### config.mk
export PLATFORM = sky130hd
export DESIGN_NAME = divider_unit
export DESIGN_NICKNAME = d
export VERILOG_FILES = /design/src/rtl/divider_unit.sv
export SDC_FILE = /design/constraint.sdc
export NUM_CORES = 1
export LEC_CHECK = 0
export ABC_CLOCK_PERIOD_IN_PS = 2000
export BUFFER_PORTS_ARGS = -buffer_cell sky130_fd_sc_hd__buf_2
export CAP_MARGIN = 20
export CORE_AREA = 5 5 91 93
export CTS_BUF_LIST = sky130_fd_sc_hd__clkbuf_8
export DETAILED_ROUTE_END_ITERATION = 16
export DIE_AREA = 0 0 96 98
export GPL_ROUTABILITY_DRIVEN = 0
export SYNTH_ARGS = -nofsm -noshare
export SYNTH_HDL_FRONTEND = slang
export SYNTH_SLANG_ARGS = --single-unit
export TNS_END_PERCENT = 100
### constraint.sdc
create_clock -name Clk -period 2 [get_ports Clk]
set_input_delay 0.2 -clock Clk [delete_from_list [all_inputs] [get_ports Clk]]
set_output_delay 0.2 -clock Clk [all_outputs]
set_load 0.005 [all_outputs]
### src/rtl/divider_unit.sv
// rtl/divider_unit.sv - 8-bit unsigned restoring divider driven by push buttons
module divider_unit (
    input  logic       Clk,
    input  logic       Reset,
    input  logic       Run,
    input  logic       ClearA_LoadB,
    input  logic [7:0] S,
    output logic [7:0] Aval,
    output logic [7:0] Bval,
    output logic [7:0] Qval,
    output logic       X,
    output logic       Busy,
    output logic       Done
);

    typedef enum logic [1:0] {
        IDLE = 2'd0,
        CALC = 2'd1,
        HOLD = 2'd2
    } state_t;

    state_t     state_q, state_d;
    logic [7:0] a_q, a_d;
    logic [7:0] b_q, b_d;
    logic [7:0] q_q, q_d;
    logic [2:0] cnt_q, cnt_d;
    logic       x_q, x_d;
    logic       busy_q, busy_d;
    logic       done_q, done_d;

    // One restoring step on {A,Q}: shift left, then try to subtract B.
    // The trial difference is one bit wider so its MSB is the borrow.
    logic [7:0] a_shift;
    logic [7:0] q_shift;
    logic [8:0] trial_diff;

    // Shifted operands and trial subtraction for the current iteration
    always_comb begin
        a_shift    = {a_q[6:0], q_q[7]};
        q_shift    = {q_q[6:0], 1'b0};
        trial_diff = {1'b0, a_shift} - {1'b0, b_q};
    end

    // Next-state and register update logic; everything holds by default
    always_comb begin
        state_d = state_q;
        a_d     = a_q;
        b_d     = b_q;
        q_d     = q_q;
        cnt_d   = cnt_q;
        x_d     = x_q;
        busy_d  = busy_q;
        done_d  = done_q;

        case (state_q)
            IDLE: begin
                busy_d = 1'b0;
                done_d = 1'b0;
                // Loading the divisor wins over starting a division so that
                // pressing both buttons together never runs on a stale B.
                if (!ClearA_LoadB) begin
                    b_d = S;
                    a_d = 8'h00;
                end else if (!Run) begin
                    q_d     = S;
                    a_d     = 8'h00;
                    cnt_d   = 3'd0;
                    x_d     = (b_q == 8'h00);
                    state_d = CALC;
                    busy_d  = 1'b1;
                end
            end

            CALC: begin
                // Buttons are deliberately not looked at here; the division
                // always runs its full eight iterations, even for B == 0.
                if (!trial_diff[8]) begin
                    a_d = trial_diff[7:0];
                    q_d = q_shift | 8'h01;
                end else begin
                    a_d = a_shift;
                    q_d = q_shift;
                end
                cnt_d = cnt_q + 3'd1;
                if (cnt_q == 3'd7) begin
                    state_d = HOLD;
                    busy_d  = 1'b0;
                    done_d  = 1'b1;
                end
            end

            HOLD: begin
                // Result stays frozen until Run is released, so a held
                // button yields exactly one division per press.
                if (Run) begin
                    state_d = IDLE;
                    done_d  = 1'b0;
                end
            end

            default: begin
                state_d = IDLE;
                busy_d  = 1'b0;
                done_d  = 1'b0;
            end
        endcase
    end

    // State and datapath registers with synchronous active-high reset
    always_ff @(posedge Clk) begin
        if (Reset) begin
            state_q <= IDLE;
            a_q     <= 8'h00;
            b_q     <= 8'h00;
            q_q     <= 8'h00;
            cnt_q   <= 3'd0;
            x_q     <= 1'b0;
            busy_q  <= 1'b0;
            done_q  <= 1'b0;
        end else begin
            state_q <= state_d;
            a_q     <= a_d;
            b_q     <= b_d;
            q_q     <= q_d;
            cnt_q   <= cnt_d;
            x_q     <= x_d;
            busy_q  <= busy_d;
            done_q  <= done_d;
        end
    end

    assign Aval = a_q;
    assign Bval = b_q;
    assign Qval = q_q;
    assign X    = x_q;
    assign Busy = busy_q;
    assign Done = done_q;

endmodule

==> results by group <==
Status
  • Status: finished clean

Synthesis
  • Netlist Area Pre-Place: 1770 um2
  • Syn nets: 237
  • Primary FF master, synth: dfxtp_1
  • Ys Warns: 0
  • Post-synth top area cell: dfxtp_1
  • Synth cell types: 46
  • Most frequent cell after synthesis: nand2_1
  • FF+latch count, synth: 32
  • Post-synth EDFFs: 0
  • Post-synthesis sequential area ratio: 36.2%
  • Post-synthesis average cell area: 8.27 um2
  • Post-synth top cells: nand2_1 (33), dfxtp_1 (32), nor2_1 (25)
  • Syn Inst Count: 214
  • Share of synthesized registers carrying an async set or reset: 0%
  • Synth area leaders: dfxtp_1 (36%), ha_1 (7.1%), nand2_1 (7.0%)
  • Synth top area share: 36.2%

Global routing
  • GRT overflow: 0
  • Vias in the first global route: 1668
  • First-pass GRT wire length: 8.39 mm
  • Initial antenna violation count: 0
  • Largest net degree at the start of global routing: 28
  • Global router's overall resource usage: 11.3%

Detailed routing
  • Vias/cell: 4.71
  • Routed WL: 5.22 mm
  • Post-route ant nets: 0
  • DRC viols: 0
  • Initial detailed-routing violation count: 95
  • Vias: 1739
  • Drt pass-1 iters: 5
  • Wire per inst: 14.1 um

Worst hold path
  • Hold crit path type: in -> reg
  • Hold Path Origin: S[2]

Critical path
  • FF-to-FF Start: Qval[7]
  • Critical path launch point: Qval[7]
  • Arrival time worst endpoint: 2.11 ns
  • Critical-path maximum fanout: 5
  • CP bufs+invs: 2
  • Worst-path cell chain: inv_1 > ha_2 > fa_2 > and2b_2 > o21a_2 > o22a_4 > buf_4 > o21ai_1 > o21ai_1
  • CP Class: reg -> reg
  • Most used cell, CP: o21ai_1
  • CP max-delay cell: dfxtp_1
  • Worst EP required: 2.18 ns
  • Kind of start point of the critical path: flop
  • Largest stage delay on the critical path: 0.31 ns
  • CP top delay family: compound AO/OA/AOI/OAI gates
  • CP Capture Type: flop

STA
  • Highest clock rate: 0.518 GHz
  • Slew Limit Fails: 0
  • RSZ-0062 raised after global routing: no
  • Hold Vio Cnt, Final: 0
  • WHS: 0.171 ns
  • Setup violators final: 0
  • Post-route setup TNS: 0 ns
  • Fin crit share: 96.4%
  • Worst slew margin: 57.9%
  • Worst Skew: 0.0105 ns
  • Worst Max-Slew Pin Slew: 0.629 ns
  • Crit path time final: 1.93 ns

Floorplanning
  • Die Area: 9410 um2
  • Chip Width: 96 um
  • # IOs: 39
  • Rows: 32
  • Core footprint: 7450 um2
  • Die Ht: 98 um
  • Initial core utilization: 23.8%

Cells and area
  • Layout Nets: 289
  • P&R area growth vs syn: 30.2%
  • Final Util: 30.9%
  • Final Non-Filler Cells: 369
  • Ant diodes: 0
  • Share of layout cells above drive strength 1: 27.7%

Placed design
  • Hpwl dp: 3.99 mm
  • Inst Count DP: 360
  • Port Buf Inserts: 38

Clock tree
  • # clock sinks: 32
  • Cts hold-fix bufs: 0
  • CTS Buf Count: 5
  • Clock Path Buffers: 2
  • Latest clock arrival within the worst-skew pair: 0.29 ns
  • Root Driver: clkbuf_8
  • CTS tree: done
  • Worst-path clk slew: 0.07 ns
  • Number of H-tree levels: 2

Pwr
  • PD cells: 759 nW/um2
  • VDD IR max: 0.219 mV
  • Pwr Total: 0.00175 W
  • Static Leak: 1.01 nW

Job
  • Max Cap Viol: 0
state kept, by name (all words and copies together), names as in the netlist:
register and cells:
cnt_q 3, state_q 2, Bval 8, Busy 1, Aval 8, Qval 8
X 1, Done 1
per-stage QoR:
stage,worst slack [ns],instance area [um2]
4_1_cts,0.00393,2260
3_3_place_gp,0.0628,2150
5_1_grt,0.00203,2300
6_report,0.0712,2300
2_1_floorplan,0.0826,1770
3_5_place_dp,0.0112,2150
layout by cell type, fill, tap and decap left out, drive strengths merged:
cell type,synthesis,layout
buf,5,53
nand2,33,33
dfxtp,32,32
nor2,25,25
a21oi,13,13
inv,11,12
mux2i,10,10
o21ai,10,10
ha,10,10
a311oi,9,9
nand3,6,6
clkbuf,3,5
nand2b,4,4
or2,4,4
o22ai,4,4
nor3,4,4
o311ai,3,3
o21a,3,3
or3,2,2
nor2b,2,2
a32oi,2,2
nor4,2,2
o211ai,2,2
xnor2,2,2
clkinv,1,2
o22a,2,2
and2b,1,1
o211a,1,1
a31oi,1,1
a31o,1,1
or2b,1,1
o2111ai,1,1
nor3b,1,1
a211oi,1,1
nor4b,1,1
fa,1,1
bufinv,0,1
worst reg2reg max path, delay by kind of cell (launching register included):
family / cells / cell delay, ns
flip-flops: 1 / 0.31
adder cells (fa/ha/maj): 2 / 0.39
buffers and inverters: 2 / 0.19
AND/OR/NAND/NOR: 1 / 0.24
AO/OA/AOI/OAI: 4 / 0.71
path summary, 6_finish.rpt:
kind                            endpoint  slack, ns  depth (start not counted)
worst min-delay path             Bval[2]       0.17                          3
worst min register to register      Done       0.46                          2
worst max register to register   Aval[6]       0.07                          9
worst max-delay path             Aval[6]       0.07                          9
report_power, final:
group / total (W) / internal, W / switching [W]
logic: 0.000434 / 0.000202 / 0.000232
registers: 0.000705 / 0.000674 / 0.0000303
clock network: 0.000611 / 0.000365 / 0.000247
kinds of logic (layout without fill, tap and decap cells):
kind of cell,Yosys count,after routing,share of synthesized area [%]
DFF,32,32,36.2
adders and majority gates,11,11,8.20
buffers and inverters,20,73,4.95
muxes,10,10,5.65
and+or+nand+nor,86,86,22.9
xor gates and xnor gates,2,2,0.990
AOI/OAI and AO/OA,53,53,21.1
what timing repair did:
item / 4_1_cts / 5_1_grt
hold endpoints to repair: 0 / 0
setup endpoints to repair: 0 / 7
buffers inserted: 0 / 1
resized for setup: 0 / 9
layout make-up:
type	count	area [um2]
clock buffers	5	68.8
well taps	102	128
repair buffers	53	303
multi-input cells	162	1080
flip-flops and latches	32	642
clock inverters	3	38.8
fillers	848	5140
inverters	12	45.0
routing by layer:
| metal | up-vias | share of wire (%) | track usage (%) |
|---|---|---|---|
| met5 | - | 0 | 0 |
| met4 | 0 | 1.2 | 4.38 |
| met3 | 7 | 5.2 | 3.24 |
| met2 | 42 | 48 | 17.2 |
| met1 | 824 | 46 | 14.9 |
| li1 | 866 | - | - |
Note: power is estimated with default switching activity, not from simulation.
